--- src/rtl/core_pkg.sv ---
// Shared core definitions: datapath widths, branch opcodes and the branch
// decode helpers used by both fetch and execute.
package core_pkg;
  localparam int ADDR_W  = 11;
  localparam int INSTR_W = 14;

  localparam logic [2:0]         OP_GOTO_HI   = 3'b101;
  localparam logic [2:0]         OP_CALL_HI   = 3'b100;
  localparam logic [INSTR_W-1:0] INSTR_RETURN = 14'h0008;
  localparam logic [INSTR_W-1:0] INSTR_NOP    = 14'h0000;

  function automatic logic is_goto(input logic [INSTR_W-1:0] w);
    return w[INSTR_W-1 -: 3] == OP_GOTO_HI;
  endfunction

  function automatic logic is_call(input logic [INSTR_W-1:0] w);
    return w[INSTR_W-1 -: 3] == OP_CALL_HI;
  endfunction

  function automatic logic is_return(input logic [INSTR_W-1:0] w);
    return w == INSTR_RETURN;
  endfunction
endpackage

--- src/rtl/return_stack.sv ---
// Circular hardware return stack. Pushing when full overwrites the oldest
// entry; popping when empty still returns mem[sp-1]. Both raise sticky flags.
module return_stack #(
  parameter int DEPTH = 8,
  parameter int W     = 11
) (
  input  logic                     clk,
  input  logic                     rst,
  input  logic                     push,
  input  logic                     pop,
  input  logic [W-1:0]             push_data,
  output logic [W-1:0]             pop_data,
  output logic [$clog2(DEPTH):0]   count,
  output logic                     overflow,
  output logic                     underflow
);
  localparam int PW = $clog2(DEPTH);
  localparam logic [PW:0] FULL = (PW+1)'(DEPTH);

  logic [W-1:0]  mem [DEPTH];
  logic [PW-1:0] sp, sp_m1;

  assign sp_m1    = sp - PW'(1);
  assign pop_data = mem[sp_m1];

  // Storage needs no reset; occupancy tracking decides what is meaningful.
  always_ff @(posedge clk)
    if (!rst && push) mem[sp] <= push_data;

  always_ff @(posedge clk) begin
    if (rst) begin
      sp        <= '0;
      count     <= '0;
      overflow  <= 1'b0;
      underflow <= 1'b0;
    end else if (push) begin
      sp <= sp + PW'(1);
      if (count == FULL) overflow <= 1'b1;
      else               count    <= count + (PW+1)'(1);
    end else if (pop) begin
      sp <= sp_m1;
      if (count == '0) underflow <= 1'b1;
      else             count     <= count - (PW+1)'(1);
    end
  end
endmodule

--- src/rtl/instr_fetch_unit.sv ---
// Fetch stage: drives the ROM address from PC, registers the ROM word into IR
// and resolves GOTO/CALL/RETURN in the fetch cycle so taken branches cost no bubble.
module instr_fetch_unit #(
  parameter int              ADDR_W      = 11,
  parameter int              INSTR_W     = 14,
  parameter int              STACK_DEPTH = 8,
  parameter logic [ADDR_W-1:0] RESET_VEC = '0
) (
  input  logic               clk,
  input  logic               rst,
  output logic [ADDR_W-1:0]  Rom_addr_out,
  input  logic [INSTR_W-1:0] Rom_data_in,
  input  logic               stall_in,
  input  logic               flush_in,
  input  logic               redirect_valid_in,
  input  logic [ADDR_W-1:0]  redirect_addr_in,
  output logic [INSTR_W-1:0] IR_out,
  output logic [ADDR_W-1:0]  IR_pc_out,
  output logic               IR_valid_out,
  output logic               stack_overflow_out,
  output logic               stack_underflow_out
);
  import core_pkg::*;

  logic [ADDR_W-1:0] pc, pc_inc, pc_next, pop_data;
  logic              fetch_ok, w_goto, w_call, w_ret, push, pop;
  logic [$clog2(STACK_DEPTH):0] count;

  assign Rom_addr_out = pc;
  assign pc_inc       = pc + ADDR_W'(1);

  // The word is only decoded when it will actually be issued to execute.
  assign fetch_ok = !redirect_valid_in && !stall_in && !flush_in;
  assign w_goto   = is_goto(Rom_data_in);
  assign w_call   = is_call(Rom_data_in);
  assign w_ret    = is_return(Rom_data_in);
  assign push     = fetch_ok && w_call;
  assign pop      = fetch_ok && w_ret;

  always_comb begin
    pc_next = pc_inc;
    if (w_goto || w_call) pc_next = Rom_data_in[ADDR_W-1:0];
    else if (w_ret)       pc_next = pop_data;
  end

  always_ff @(posedge clk) begin
    if (rst) begin
      pc           <= RESET_VEC;
      IR_out       <= INSTR_NOP;
      IR_pc_out    <= '0;
      IR_valid_out <= 1'b0;
    end else if (redirect_valid_in) begin
      pc           <= redirect_addr_in;
      IR_out       <= INSTR_NOP;
      IR_valid_out <= 1'b0;
    end else if (stall_in) begin
      pc <= pc;
    end else if (flush_in) begin
      pc           <= pc_inc;
      IR_out       <= INSTR_NOP;
      IR_valid_out <= 1'b0;
    end else begin
      pc           <= pc_next;
      IR_out       <= Rom_data_in;
      IR_pc_out    <= pc;
      IR_valid_out <= 1'b1;
    end
  end

  return_stack #(.DEPTH(STACK_DEPTH), .W(ADDR_W)) u_stack (
    .clk       (clk),
    .rst       (rst),
    .push      (push),
    .pop       (pop),
    .push_data (pc_inc),
    .pop_data  (pop_data),
    .count     (count),
    .overflow  (stack_overflow_out),
    .underflow (stack_underflow_out)
  );
endmodule

--- config.mk ---
export PLATFORM = sky130hd
export DESIGN_NAME = instr_fetch_unit
export DESIGN_NICKNAME = d
export VERILOG_FILES = /design/src/rtl/core_pkg.sv /design/src/rtl/return_stack.sv /design/src/rtl/instr_fetch_unit.sv
export SDC_FILE = /design/constraint.sdc
export NUM_CORES = 1
export LEC_CHECK = 0
export CORE_MARGIN = 1.5
export CORE_UTILIZATION = 45
export DETAILED_ROUTE_END_ITERATION = 7
export PLACE_DENSITY = 0.69
export SLEW_MARGIN = 20
export SYNTH_ARGS = -nofsm -noshare
export SYNTH_HDL_FRONTEND = slang
export SYNTH_HIERARCHICAL = 1
export SYNTH_SLANG_ARGS = --single-unit
--- constraint.sdc ---
create_clock -name clk -period 3.6 [get_ports clk]
set_input_delay 1.08 -clock clk [delete_from_list [all_inputs] [get_ports clk]]
set_output_delay 1.08 -clock clk [all_outputs]
set_load 0.03 [all_outputs]
==> results.yml <==
cts:
  cts_buffers: 17
  cts.sinks: 134
  ctsHoldBuffers: 0
  cts_tree: "yes"
  clock_path_buffers: 2
  h-tree-depth: 4
  post_cts_buffers: 0
  clk_transition_reported_paths_ns: 0.06
  clock-root-buffer: "clkbuf_16"
  clock_latency_ns: 0.42
  ctsResizeCount: 0
synth:
  synth_seq_area_share: 0.592
  synth_adder_area_share: 0.0137
  synth_mux_area_frac: 0.119
  async_reset_ff_frac: 0
  synth_fp_nets: 507
  synth_cells: 471
  synth_top_family_by_area: "simple AND/OR/NAND/NOR gates"
  synthesis.area_mm2: 0.00602
  ys_types: 57
  synth-compound-area-share: 0.0900
  ys_warn_count: 6
  ys.flop_type: "edfxtp_1"
  ys_ff_latch: 134
  yosys.area_share.xor_xnor: 0.0189
  yosys.area_share.simple: 0.135
  avgSynthCellArea_um2: 12.8
  synth_edf_count: 88
drt:
  drt-initial-drc-count: 431
  routed_wl_mm: 15.1
  vias: 4240
  viasPerCell: 5.70
  drtAntennaViolNets: 0
  wl_per_cell_um: 20.3
  drc: 0
  detail_route.first_pass.iterations: 5
place:
  routabilityCongestion: 0.883
  dpl.hpwl_mm: 10.5
  io_buffers: 68
critical_path:
  rrSetupSlack_ns: 0.94
  crit_fanout: 11
  cp-startpoint: "Rom_data_in[12]"
  r2r_end: "Rom_addr_out[5]"
  endpoint: "u_stack/mem[0][1]"
  r2r_start: "u_stack/sp[1]"
  required_ns: 3.72
  ff2ff_path_depth: 7
  crit_arrival_ns: 3.22
  cp-end-kind: "flip-flop"
  criticalPathCategory: "primary input to flip-flop"
  cp-start-kind: "primary input"
timing:
  period_share: 0.861
  setup_violations: 0
  max_slew_margin: 0.261
  worstMarginPinSlew_ns: 1.10
  fin_crit_ns: 3.10
  finalClockSkew_ns: 0.0106
  finalHoldViolCount: 0
  fmax_mhz: 323
  timing.hold.ws_ns: 0.456
  slew_violations: 0
  setup_tns_ns: 0
  rsz0062_at_grt: "false"
grt:
  grt_pass1_wl_mm: 23.7
  grt_max_degree: 34
  grtUsageTotal: 0.225
  antenna_found_initial: 0
  grt_pass1_vias: 4125
  overflow: 0
worst_hold_path:
  min_path_type: "flip-flop to flip-flop"
pwr:
  switching_power_uw: 941
  p_comb_frac: 0.074
  p_clk_frac: 0.463
  power.density_mw_per_mm2: 481
  seqPwrFrac: 0.463
  power.internal_mw: 2.69
  p_sw_frac: 0.259
  power_leakage_nw: 2.67
  ir_drop_mv: 0.397
floorplanning:
  num_rows: 42
  die_h_um: 119
  die_w_um: 119
  die_area_mm2: 0.0141
  core-area_mm2: 0.0131
  ios: 69
  start_util: 0.458
layout:
  drive_gt1_frac: 0.180
  final_cell_mix: "edfxtp_1 (88), clkdlybuf4s50_1 (68), dfxtp_1 (46)"
  area_delta_synth_final_pct: 25.6
  fin_nets: 591
  antenna_cells: 0
  mostFrequentLayoutCell: "edfxtp_1"
flow_run:
  cap_violations: 0
status:
  status: "finished, final reports clean"
cell type report:
class	count	area, um^2
clock buffers	17	425
clock inverters	15	154
fillers	1014	5580
inverters	10	37.5
multi-input cells	298	2290
flip-flops and latches	134	3560
well taps	176	220
repair buffers	94	876
flip-flops by register name, summed over array words and instances (netlist names):
register / flops
u_stack/sp: 3
IR_valid_out: 1
u_stack/mem: 88
u_stack/count: 4
u_stack/overflow: 1
u_stack/underflow: 1
IR_pc_out: 11
Rom_addr_out: 11
IR_out: 14
worst max-delay path, stage by stage:
cell and delay [ns]:
clkdlybuf4s50_1 0.51, nand2b_1 0.24, nor3_1 0.35, inv_2 0.18, or3_1 0.48, nor3_2 0.14
buf_4 0.23
how the worst min path moves through the flow:
stage / start / endpoint / slack (ns) / depth (start not counted)
finish: IR_pc_out[0] / IR_pc_out[0] / 0.46 / 2
floorplan: u_stack/count[2] / u_stack/count[2] / 0.54 / 2
CTS: IR_pc_out[4] / IR_pc_out[4] / 0.46 / 2
detailed placement: IR_pc_out[4] / IR_pc_out[4] / 0.45 / 2
global placement: IR_pc_out[0] / IR_pc_out[0] / 0.44 / 2
global route: IR_pc_out[0] / IR_pc_out[0] / 0.48 / 2
power by group through the flow:
stage | registers (mW) | clock network [mW] | logic [mW]
4_1_cts | 1.68 | 1.71 | 0.267
3_5_place_dp | 1.72 | 0 | 0.265
5_1_grt | 1.68 | 1.77 | 0.287
3_3_place_gp | 1.71 | 0 | 0.263
2_1_floorplan | 1.73 | 0 | 0.115
6_report | 1.68 | 1.68 | 0.269
synthesized netlist by cell type (3+ instances only):
library cell | count | area (um^2)
edfxtp_1 | 88 | 2640
dfxtp_1 | 46 | 921
nand2_1 | 45 | 169
nor2_1 | 44 | 165
a21oi_1 | 43 | 215
and3_1 | 16 | 100
mux4_2 | 16 | 360
clkbuf_1 | 15 | 56.3
nor3_1 | 13 | 65.1
buf_2 | 10 | 50.1
o21ai_0 | 10 | 50.1
inv_1 | 9 | 33.8
nand3_1 | 8 | 40.0
xor2_1 | 8 | 70.1
mux2_2 | 6 | 67.6
mux2_4 | 6 | 90.1
mux4_1 | 6 | 158
a31oi_1 | 5 | 31.3
ha_1 | 5 | 62.6
xnor2_1 | 5 | 43.8
a221oi_1 | 4 | 35.0
mux2i_1 | 4 | 40.0
nand2b_1 | 4 | 25.0
nand3b_1 | 4 | 30.0
a22oi_1 | 3 | 22.5
nor2b_1 | 3 | 18.8
o22ai_1 | 3 | 18.8
or3_1 | 3 | 18.8
kinds of logic (layout without fill, tap and decap cells):
| group | Yosys count | in the layout |
|---|---|---|
| AOI/OAI and AO/OA | 88 | 88 |
| xor gates and xnor gates | 13 | 13 |
| adders and majority gates | 6 | 6 |
| buffers and inverters | 39 | 136 |
| DFF | 134 | 134 |
| muxes | 38 | 38 |
| and+or+nand+nor | 153 | 153 |
per-stage QoR:
| stage | power, mW | area [um^2] | utilization | setup WS (ns) | cells |
|---|---|---|---|---|---|
| global placement | 1.98 | 6980 | 0.531 | 0.137 | 712 |
| floorplan | 1.85 | 6030 | - | 0.00468 | 471 |
| CTS | 3.66 | 7550 | 0.575 | 0.598 | 744 |
| detailed placement | 1.98 | 6980 | 0.531 | 0.109 | 712 |
| global route | 3.75 | 7560 | 0.576 | 0.385 | 744 |
| finish | 3.63 | 7560 | 0.576 | 0.501 | 744 |
per-layer routing:
metal | global-route usage | vias up | wire length [um]
li1 | - | 1948 | -
met1 | 0.308 | 2056 | 6560
met2 | 0.340 | 199 | 7010
met3 | 0.0521 | 37 | 990
met4 | 0.108 | 0 | 524
met5 | 0 | - | 0
Power figures use the tool's default switching activity.
